==> config.mk <==
export PLATFORM = sky130hd
export DESIGN_NAME = data_bus_arbiter_2to1
export DESIGN_NICKNAME = d
export VERILOG_FILES = /design/src/rtl/data_bus_arbiter_2to1.sv
export SDC_FILE = /design/constraint.sdc
export NUM_CORES = 1
export LEC_CHECK = 0
export ABC_AREA = 1
export BUFFER_PORTS_ARGS = -buffer_cell sky130_fd_sc_hd__clkbuf_2
export CAP_MARGIN = 20
export CORE_AREA = 2 2 48 50
export DETAILED_ROUTE_END_ITERATION = 10
export DIE_AREA = 0 0 50 52
export PLACE_DENSITY_LB_ADDON = 0.25
export SLEW_MARGIN = 15
export SYNTH_ARGS = -nofsm -noshare
export SYNTH_HDL_FRONTEND = slang
export SYNTH_SLANG_ARGS = --single-unit
export TNS_END_PERCENT = 1
==> constraint.sdc <==
create_clock -name clk -period 2.3 [get_ports clk]
set_input_delay 0.115 -clock clk [delete_from_list [all_inputs] [get_ports clk]]
set_output_delay 0.115 -clock clk [all_outputs]
set_load 0.05 [all_outputs]
==> src/rtl/data_bus_arbiter_2to1.sv <==
// -----------------------------------------------------------------------------
// data_bus_arbiter_2to1
//
// Round-robin arbiter and sequencer for a shared 2-to-1 data bus. Two
// requesters each present a word and a request line. One requester owns the
// bus at a time. The owner's word is registered onto dataOut with a valid
// strobe one edge after each grant cycle. A hold limit forces a handover
// when the owner has held the bus for MAX_HOLD consecutive cycles and the
// other side is still requesting.
//
// Optional feature macro: DATA_BUS_ARB_PARITY_EN
//   When defined, the design adds port parityOut, which carries the even
//   parity of dataOut and is registered together with it.
//
// Parameters
//   WIDTH     data word width in bits
//   MAX_HOLD  maximum consecutive grant cycles while the other side requests (>=1)
//
// Ports
//   clk        in   rising-edge system clock
//   reset      in   synchronous active-high reset; overrides everything
//   req1/req2  in   request lines of requester 1 / 2
//   data1/2    in   words of requester 1 / 2
//   grant1/2   out  requester 1 / 2 owns the bus this cycle (registered)
//   select     out  mux select, 0=data1, 1=data2, holds while idle (registered)
//   dataOut    out  registered bus word
//   valid      out  dataOut was loaded at the last edge
//   parityOut  out  even parity of dataOut (DATA_BUS_ARB_PARITY_EN only)
// -----------------------------------------------------------------------------
module data_bus_arbiter_2to1 #(
  parameter int WIDTH    = 8,
  parameter int MAX_HOLD = 4
) (
  input  logic             clk,
  input  logic             reset,
  input  logic             req1,
  input  logic             req2,
  input  logic [WIDTH-1:0] data1,
  input  logic [WIDTH-1:0] data2,
  output logic             grant1,
  output logic             grant2,
  output logic             select,
  output logic [WIDTH-1:0] dataOut,
`ifdef DATA_BUS_ARB_PARITY_EN
  output logic             valid,
  output logic             parityOut
`else
  output logic             valid
`endif
);

  // A counter of at least one bit, even when MAX_HOLD is 1.
  localparam int CNT_W = (MAX_HOLD > 1) ? $clog2(MAX_HOLD) : 1;
  localparam logic [CNT_W-1:0] HOLD_LAST = CNT_W'(MAX_HOLD - 1);

  typedef enum logic [1:0] {
    IDLE = 2'd0,
    G1   = 2'd1,
    G2   = 2'd2
  } state_t;

  state_t           state_r;
  state_t           state_s;
  logic [CNT_W-1:0] hold_cnt_r;
  logic [CNT_W-1:0] hold_cnt_s;
  logic             last_g2_r;   // 1: requester 2 was granted most recently
  logic             last_g2_s;
  logic             grant1_r;
  logic             grant2_r;
  logic             select_r;
  logic [WIDTH-1:0] data_out_r;
  logic             valid_r;

  // Even parity of a word: XOR-reduction, 1 when the word has an odd number of ones.
  function automatic logic parity_even(input logic [WIDTH-1:0] word);
    return ^word;
  endfunction

  // Next-state, hold counter and round-robin memory.
  always_comb begin
    state_s    = state_r;
    hold_cnt_s = hold_cnt_r;
    last_g2_s  = last_g2_r;
    case (state_r)
      IDLE: begin
        if (req1 && req2) begin
          // Tie goes to the side that was not granted last.
          state_s = last_g2_r ? G1 : G2;
        end else if (req1) begin
          state_s = G1;
        end else if (req2) begin
          state_s = G2;
        end else begin
          state_s = IDLE;
        end
      end
      G1: begin
        if (!req1) begin
          state_s = req2 ? G2 : IDLE;
        end else if (req2 && (hold_cnt_r == HOLD_LAST)) begin
          state_s = G2;
        end else begin
          state_s = G1;
        end
      end
      G2: begin
        if (!req2) begin
          state_s = req1 ? G1 : IDLE;
        end else if (req1 && (hold_cnt_r == HOLD_LAST)) begin
          state_s = G1;
        end else begin
          state_s = G2;
        end
      end
      default: begin
        state_s = IDLE;
      end
    endcase

    if ((state_s != state_r) && (state_s != IDLE)) begin
      // Fresh grant: restart the hold window and remember the owner.
      hold_cnt_s = {CNT_W{1'b0}};
      last_g2_s  = (state_s == G2);
    end else if ((state_s == state_r) && (state_r != IDLE) && (hold_cnt_r != HOLD_LAST)) begin
      hold_cnt_s = hold_cnt_r + CNT_W'(1);
    end else begin
      hold_cnt_s = hold_cnt_r;
    end
  end

  // Arbitration state, grants and select; grants and select decode the next state
  // so they stay exactly aligned with the state register.
  always_ff @(posedge clk) begin
    if (reset) begin
      state_r    <= IDLE;
      hold_cnt_r <= {CNT_W{1'b0}};
      last_g2_r  <= 1'b1;
      grant1_r   <= 1'b0;
      grant2_r   <= 1'b0;
      select_r   <= 1'b0;
    end else begin
      state_r    <= state_s;
      hold_cnt_r <= hold_cnt_s;
      last_g2_r  <= last_g2_s;
      grant1_r   <= (state_s == G1);
      grant2_r   <= (state_s == G2);
      case (state_s)
        G1:      select_r <= 1'b0;
        G2:      select_r <= 1'b1;
        default: select_r <= select_r;
      endcase
    end
  end

  // Output word: load the owner's word after each grant cycle, hold otherwise.
  always_ff @(posedge clk) begin
    if (reset) begin
      data_out_r <= {WIDTH{1'b0}};
      valid_r    <= 1'b0;
    end else begin
      case (state_r)
        G1: begin
          data_out_r <= data1;
          valid_r    <= 1'b1;
        end
        G2: begin
          data_out_r <= data2;
          valid_r    <= 1'b1;
        end
        default: begin
          data_out_r <= data_out_r;
          valid_r    <= 1'b0;
        end
      endcase
    end
  end

`ifdef DATA_BUS_ARB_PARITY_EN
  logic parity_r;

  // Parity bit loaded in step with dataOut so the two always agree.
  always_ff @(posedge clk) begin
    if (reset) begin
      parity_r <= 1'b0;
    end else begin
      case (state_r)
        G1:      parity_r <= parity_even(data1);
        G2:      parity_r <= parity_even(data2);
        default: parity_r <= parity_r;
      endcase
    end
  end

  assign parityOut = parity_r;
`endif

  assign grant1  = grant1_r;
  assign grant2  = grant2_r;
  assign select  = select_r;
  assign dataOut = data_out_r;
  assign valid   = valid_r;

endmodule

==> qor.csv, run 1 <==
metric;value;unit
total CTS buffers;3;
Worst EP required;2.49;ns
WHS;0.0469;ns
post-cts gate resize count;0;
vias per cell;4.85;
CP Class;reg2reg;
Max Cap Viol;0;
Final TNS setup;0;ns
pwr dens;1050;nW/um2
first-pass GRT wire length;3430;um
Synth Instances;120;
Hold Buf Count CTS;0;
Std-Cell Rows;17;
ant diodes;0;
Routed WL per cell;10.8;um
Mapped Area;913;um2
Tightest Pin Transition;0.473;ns
DP Area;1080;um2
syn nets;148;
gr ovfl total;0;
top cells by area, synth;dfxtp_1 (37%), ha_1 (11%), a21oi_1 (9.3%), nand2_1 (7.8%), nand2_2 (5.5%);
final hold vios;0;
NetSw;0.573;mW
Layout area overhead;21.8;%
relative slew slack;68.5;%
synth cell count leaders;nand2_1 (19), a21oi_1 (17), dfxtp_1 (17);
Die X;50;um
# Post-CTS Setup Buffers;0;
vias in the first global route;822;
Finished Cell Area;1110;um2
via count;878;
RSZ-0062 raised after global routing;no;
Layout Skew;0.00357;ns
Final Max Slew Viols;0;
clock power share;14.2;%
Async S/R FF share, synth;0;%
Total GRT Usage;17.3;%
largest area contributor in the netlist;dfxtp_1;
Post-synth top flop;dfxtp_1;
final setup vio count;0;
antenna violations before repair;0;
1st-iter DRT viols;19;
Synth top area share;37.3;%
Comb pwr share;51.1;%
remaining antenna violation count;0;
CTS tree;yes;
worst hold path class;in2reg;
cell internal pwr;0.595;mW
detailed-placement wirelength estimate;1560;um
Buffers on Ports;31;
most common cell in the netlist;nand2_1;
status;finished, final reports clean;
fin crit period;2.00;ns
share of cells above drive strength 1;33.3;%
Peak Freq;0.501;GHz
CTS clk-pin slew, worst paths;0.11;ns
syn avg cell area;7.61;um2
gpl congestion;0.814;
register area share after synthesis;37.3;%
Seq pwr share;34.7;%
WL final;1950;um
Switching Fraction;49.1;%
r2r setup slk;0.30;ns
Clk Latency, worst-skew pair;0.29;ns
Initial Util;43.4;%
fin worst setup slack;0.305;ns
fin nets;182;
Setup WS pre-CTS;0.321;ns
Synth Register Bits;17;
largest net degree at the start of global routing;12;
fraction of the cycle the final worst path needs;86.7;%
startpoint types;register;
Crit. End Element;register;
I/O pins;32;
die area;2600;um2
worst vdd ir;0.594;mV
Sink Count;17;
clk buf depth;2;
Root Buffer;clkbuf_4;
core area;2110;um2
number of distinct library cells after synthesis;19;
Worst Path Max Fanout;10;
Synth warnings;0;
Pleak;0.582;nW
Residual DRC;0;
Worst Path Arrival;2.19;ns
Post-synth EDFFs;0;
die height;52;um
drt first pass iters;4;
CTS H-Tree Depth;1;
==> cell usage in the layout (no fill, tap or decap) <==
master     n
a21oi_1   17
a21oi_2    2
clkbuf_2  31
clkbuf_4   3
clkinv_1   1
clkinv_2   2
dfxtp_1   17
ha_1       8
inv_1     11
inv_2      1
inv_6      1
nand2_1   19
nand2_2    8
nand2_4    1
nand3_1    9
nand3_2    2
nand4_1    2
nor2_1     9
o21ai_0    9
==> state kept, by name, indices dropped and copies added (netlist names) <==
signal      cells
last_g2_r       1
grant2          1
hold_cnt_r      2
dataOut         8
select          1
valid           1
state_r         2
grant1          1
==> power groups by stage <==
stage	clock network [mW]	registers, mW	logic [mW]
after floorplan	0	0.597	0.287
after global placement	0	0.409	0.591
after CTS	0.172	0.407	0.602
after detailed placement	0	0.414	0.599
after global routing	0.184	0.416	0.659
final	0.166	0.405	0.597
==> critical path, stage by stage (launching register included) <==
cell and delay (ns):
dfxtp_1 0.36, inv_1 0.12, ha_1 0.47, inv_6 0.08
nor2_1 0.12, nand2_1 0.07, nand3_2 0.07, nand2_2 0.09
ha_1 0.32, o21ai_0 0.15, a21oi_1 0.06
==> worst paths after layout <==
path                       from       endpoint  depth (start not counted)
hold / removal            reset         grant1                          2
hold reg to reg   hold_cnt_r[1]  hold_cnt_r[1]                          2
setup / recovery     state_r[0]         select                         10
setup reg to reg     state_r[0]         select                         10
==> layout make-up <==
cell class,instances,area [um2]
Sequential cell,17,340
Fill cell,224,993
Clock inverter,1,5.00
Tap cell,28,35.0
Timing Repair Buffer,31,155
Clock buffer,3,22.5
Inverter,15,62.6
Multi-Input combinational cell,86,492
==> logic make-up (layout without fill, tap and decap cells) <==
group           after synthesis  in the layout  share of synthesized area, %
simple gates                 50             50                          26.7
buf+inv                      17             50                          8.90
flops                        17             17                          37.3
fa+ha+maj                     8              8                          11.0
compound gates               28             28                          16.2
==> routing by layer <==
metal,track usage (%),share of wire (%),vias to the layer above
li1,-,-,461
met3,3.45,4.8,2
met5,0,0,-
met1,21.4,46,389
met2,29.4,48,26
met4,6.94,0.87,0
==> through the flow <==
step | util (%) | std cells | power [mW]
6_report | 52.8 | 181 | 1.17
3_5_place_dp | 51.5 | 177 | 1.01
3_3_place_gp | 51.5 | 177 | 1.00
5_1_grt | 52.8 | 181 | 1.26
2_1_floorplan | - | 120 | 0.884
4_1_cts | 52.8 | 181 | 1.18
Power figures use the tool's default switching activity.
==> run 2: changes to the inputs <==
- BUFFER_PORTS_ARGS: -buffer_cell sky130_fd_sc_hd__clkbuf_2 -> -buffer_cell sky130_fd_sc_hd__buf_2
- CORE_AREA: 2 2 48 50 -> 2 2 46 52
- DIE_AREA: 0 0 50 52 -> 0 0 48 54
==> run 2 against run 1 <==
Critical endpoint unchanged. Hold slack worse by 0.00079 ns. Total power is 0.54% lower. Non-clock buffer count stayed put. Clock-buffer cell count up 1. Maximum frequency rose by 3.2%. Via count grew 0.11%.
==> qor.csv, run 2 (same netlist as run 1, synthesis figures left out) <==
metric;value;unit
status;finished, final reports clean;
pwr dens;1040;nW/um2
WP buf/inv;2;
fin crit period;1.93;ns
Finished Cell Area;1110;um2
clk buf depth;2;
final setup vio count;0;
share of cells above drive strength 1;32.7;%
Layout area overhead;21.9;%
r2r setup slk;0.37;ns
CTS tree;yes;
Worst Path Arrival;2.12;ns
crit-path most repeated cell;ha_1;
Worst EP required;2.49;ns
crit path cell chain;inv_1 -> ha_1 -> inv_6 -> nor2_1 -> nand2_1 -> nand3_2 -> nand2_2 -> ha_1 -> o21ai_0 -> a21oi_1;
fraction of the cycle the final worst path needs;84.1;%
max reg flops;8;
WHS;0.0462;ns
Slowest cell on crit path;ha_1;
antenna violations before repair;0;
ant diodes;0;
Sink Count;17;
Critical path destination;select;
DP Area;1090;um2
Max Cap Viol;0;
Layout Skew;0.00199;ns
commonest non-fill, non-tap cell in the layout;buf_2;
WL final;1940;um
Residual DRC;0;
fin nets;182;
delay-heaviest family, CP;adder cells;
Reg2Reg Depth;10;
relative slew slack;71.4;%
detailed-placement wirelength estimate;1530;um
layout filler cell count;217;
Buffers on Ports;31;
worst r2r dst;select;
I/O pins;32;
Initial Util;42.7;%
Std-Cell Rows;18;
vias in the first global route;869;
largest net degree at the start of global routing;12;
gr ovfl total;0;
CTS clk-pin slew, worst paths;0.10;ns
die height;54;um
Crit. path cell count;10;
Peak Freq;0.517;GHz
Root Buffer;clkbuf_4;
1st-iter DRT viols;7;
most frequent cells in the layout;buf_2 (31), nand2_1 (19), a21oi_1 (17), dfxtp_1 (17), inv_1 (11);
# Post-CTS Setup Buffers;0;
worst vdd ir;0.518;mV
Routed WL per cell;10.6;um
via count;879;
CP startpoint;state_r[0];
fin worst setup slack;0.366;ns
drt first pass iters;4;
Tightest Pin Transition;0.429;ns
RSZ-0062 raised after global routing;no;
post-cts gate resize count;0;
core area;2140;um2
Total GRT Usage;19.2;%
die area;2590;um2
Hold Buf Count CTS;0;
CP Class;reg2reg;
Final TNS setup;0;ns
Clk Latency, worst-skew pair;0.28;ns
Die X;48;um
first-pass GRT wire length;3540;um
Final Max Slew Viols;0;
Worst Path Max Fanout;10;
gpl congestion;0.786;
startpoint types;register;
Crit. End Element;register;
Pleak;0.582;nW
Max stage delay on crit path;0.44;ns
CTS H-Tree Depth;1;
vias per cell;4.80;
reg2reg start;state_r[0];
remaining antenna violation count;0;
total CTS buffers;3;
final hold vios;0;
Setup WS pre-CTS;0.363;ns
worst hold path class;in2reg;
## run 2: cell count changes in the layout (fill, tap and decap cells not counted), sizes merged
cell	previous run	this run
clkinv	3	2
clkbuf	34	4
buf	0	31
## run 2: per-layer routing
layer | global-route usage, % | share of wire, %
met1 | 23.2 | 45
met2 | 31.1 | 50
met3 | 4.03 | 3.9
met4 | 9.91 | 0.98
met5 | 0 | 0
## run 2: how the worst min path moves through the flow
stage,startpoint,endpoint,slack (ns),cells after the start
finish,reset,grant1,0.05,2
global route,reset,grant1,0.05,2
CTS,reset,grant1,0.04,2
detailed placement,reset,grant1,0.35,2
global placement,reset,grant1,0.36,2
floorplan,reset,grant1,0.19,1
## run 2: final cells by class
type                       count  area [um2]  share of cell area, %
inverter                      15        62.6                   5.62
tap                           30        37.5                   3.37
multi-input combinational     86         492                   44.2
sequential                    17         340                   30.6
clock buffer                   4        26.3                   2.36
timing repair buffer          31         155                   13.9
## run 2: where the power goes
part           switching (mW)  total (mW)  internal, mW
Sequential             0.0374       0.403         0.366
Combinational           0.434       0.599         0.166
Clock                  0.0918       0.159        0.0673
## run 2: metrics by stage
step / utilization [%] / instances / power (mW)
floorplan: - / 120 / 0.884
global placement: 50.8 / 179 / 0.999
detailed placement: 50.8 / 179 / 1.01
CTS: 52.0 / 183 / 1.17
global route: 52.0 / 183 / 1.26
finish: 52.0 / 183 / 1.16
==> run 3: changes to the inputs <==
- clock period: 2.3 -> 1.9 ns (I/O delays scaled with it)
==> run 3 against run 2 <==
Sequential power grew 21%. Worst setup slack worse by 0.19 ns. Clock-buffer cell count fell by 1. Global-route usage down 1.9 points. Utilization grew 0.99 points. Maximum frequency rose by 12%. Final cell count rose by 0.55%. First-iteration DRC count up 43%. Critical path depth did not move. Clock power grew 28%. Critical path type unchanged. Largest power group unchanged. Highest routed layer unchanged.
==> qor.csv, run 3 (same netlist as run 1, synthesis figures left out) <==
metric;value;unit
status;finished, final reports clean;
commonest non-fill, non-tap cell in the layout;buf_2;
startpoint types;register;
vias per cell;4.68;
Total GRT Usage;17.3;%
core area;2140;um2
via count;862;
Std-Cell Rows;18;
vias in the first global route;767;
CP startpoint;state_r[0];
grt met3 use;4.36;%
met1 Use GR;23.6;%
relative slew slack;79.2;%
Buffers on Ports;31;
fraction of the cycle the final worst path needs;90.7;%
final hold vios;0;
Max stage delay on crit path;0.36;ns
share of cells above drive strength 1;34.4;%
CTS tree;yes;
Crit. path cell count;10;
worst r2r dst;select;
busiest grt layer;met2;
Layout area overhead;24.2;%
Tightest Pin Transition;0.312;ns
largest net degree at the start of global routing;12;
Final Max Slew Viols;0;
worst vdd ir;0.884;mV
total CTS buffers;3;
CP Class;reg2reg;
Residual DRC;0;
fin worst setup slack;0.176;ns
drt first pass iters;4;
Clk Latency, worst-skew pair;0.30;ns
delay-heaviest family, CP;adder cells;
fin nets;183;
remaining antenna violation count;0;
storage element area;340;um2
reg2reg start;state_r[0];
met2 Use GR;26.4;%
fin util;53.0;%
Setup WS pre-CTS;0.0779;ns
WP buf/inv;2;
most frequent cells in the layout;buf_2 (31), nand2_1 (19), a21oi_1 (17), dfxtp_1 (17), inv_1 (11);
detailed-placement wirelength estimate;1530;um
die height;54;um
Crit. End Element;register;
Peak Freq;0.580;GHz
max reg flops;8;
DP Cell Count;180;
Worst Path Max Fanout;9;
clk buf depth;2;
Die X;48;um
RSZ-0062 raised after global routing;no;
Reg2Reg Depth;10;
layout filler cell count;215;
1st-iter DRT viols;10;
first-pass GRT wire length;3180;um
Hold Buf Count CTS;0;
antenna violations before repair;0;
Slowest cell on crit path;dfxtp_1;
Sink Count;17;
gpl congestion;0.753;
Worst Path Arrival;1.92;ns
Routed WL per cell;10.1;um
Final TNS setup;0;ns
CTS H-Tree Depth;1;
Non-Filler Instances;184;
ant diodes;0;
r2r setup slk;0.18;ns
Layout Skew;0.00213;ns
Pleak;0.590;nW
crit path cell chain;inv_1 -> ha_4 -> inv_6 -> nor2_1 -> nand2_1 -> nand3_2 -> nand2_2 -> ha_1 -> o21ai_0 -> a21oi_1;
worst hold path class;in2reg;
die area;2590;um2
CTS clk-pin slew, worst paths;0.11;ns
I/O pins;32;
Root Buffer;clkbuf_4;
Initial Util;42.7;%
Max Cap Viol;0;
multi-input logic area;504;um2
Critical path destination;select;
fin crit period;1.72;ns
Worst EP required;2.10;ns
WL final;1870;um
gr ovfl total;0;
WHS;0.0117;ns
pwr dens;1260;nW/um2
final setup vio count;0;
[run 3: cell types whose count changed in the layout (fill, tap and decap cells not counted), sizes merged]
cell,delta
clkinv,+1
buf,+1
clkbuf,-1
[run 3: worst reg2reg max path, cell delays in order (launching register included)]
cell and delay, ns:
dfxtp_1 0.36, inv_1 0.16, ha_4 0.20, inv_6 0.06, nor2_1 0.09, nand2_1 0.07, nand3_2 0.07, nand2_2 0.10
ha_1 0.32, o21ai_0 0.16, a21oi_1 0.05
[run 3: how the worst min path moves through the flow]
| stage | from | to | slack [ns] | cells after the start |
|---|---|---|---|---|
| finish | reset | grant1 | 0.01 | 2 |
| global route | reset | grant1 | 0.02 | 2 |
| CTS | reset | grant1 | 0.009 | 2 |
| detailed placement | reset | grant1 | 0.33 | 2 |
| global placement | reset | grant1 | 0.34 | 2 |
| floorplan | reset | grant1 | 0.17 | 1 |
[run 3: area by class of cell]
| class | instances | share of cell area, % |
|---|---|---|
| multi-input cells | 86 | 44.4 |
| flip-flops and latches | 17 | 30.0 |
| repair buffers | 32 | 14.3 |
| inverters | 15 | 5.51 |
| well taps | 30 | 3.31 |
| clock buffers | 3 | 1.98 |
| clock inverters | 1 | 0.441 |
[run 3: power breakdown]
| part | internal (mW) | switching [mW] |
|---|---|---|
| logic | 0.209 | 0.525 |
| registers | 0.443 | 0.0448 |
| clock network | 0.0785 | 0.125 |
| total | 0.730 | 0.695 |
[run 3: layer usage]
| metal | wire length [um] | vias to the layer above | share of wire [%] |
|---|---|---|---|
| met5 | 0 | - | 0 |
| met4 | 22 | 0 | 1.2 |
| met3 | 84 | 2 | 4.5 |
| met2 | 889 | 21 | 48 |
| met1 | 870 | 376 | 47 |
| li1 | - | 463 | - |
[run 3: repair_timing]
action / in CTS / in global routing
endpoints found under the setup margin: 0 / 4
setup buffers: 0 / 0
gates resized for setup: 0 / 2
hold endpoints to repair: 0 / 0
[run 3: metrics by stage]
step           power [mW]  instance area [um2]
2_1_floorplan        1.07                  913
3_3_place_gp         1.21                 1090
3_5_place_dp         1.23                 1090
4_1_cts              1.43                 1120
5_1_grt              1.53                 1130
6_report             1.43                 1130
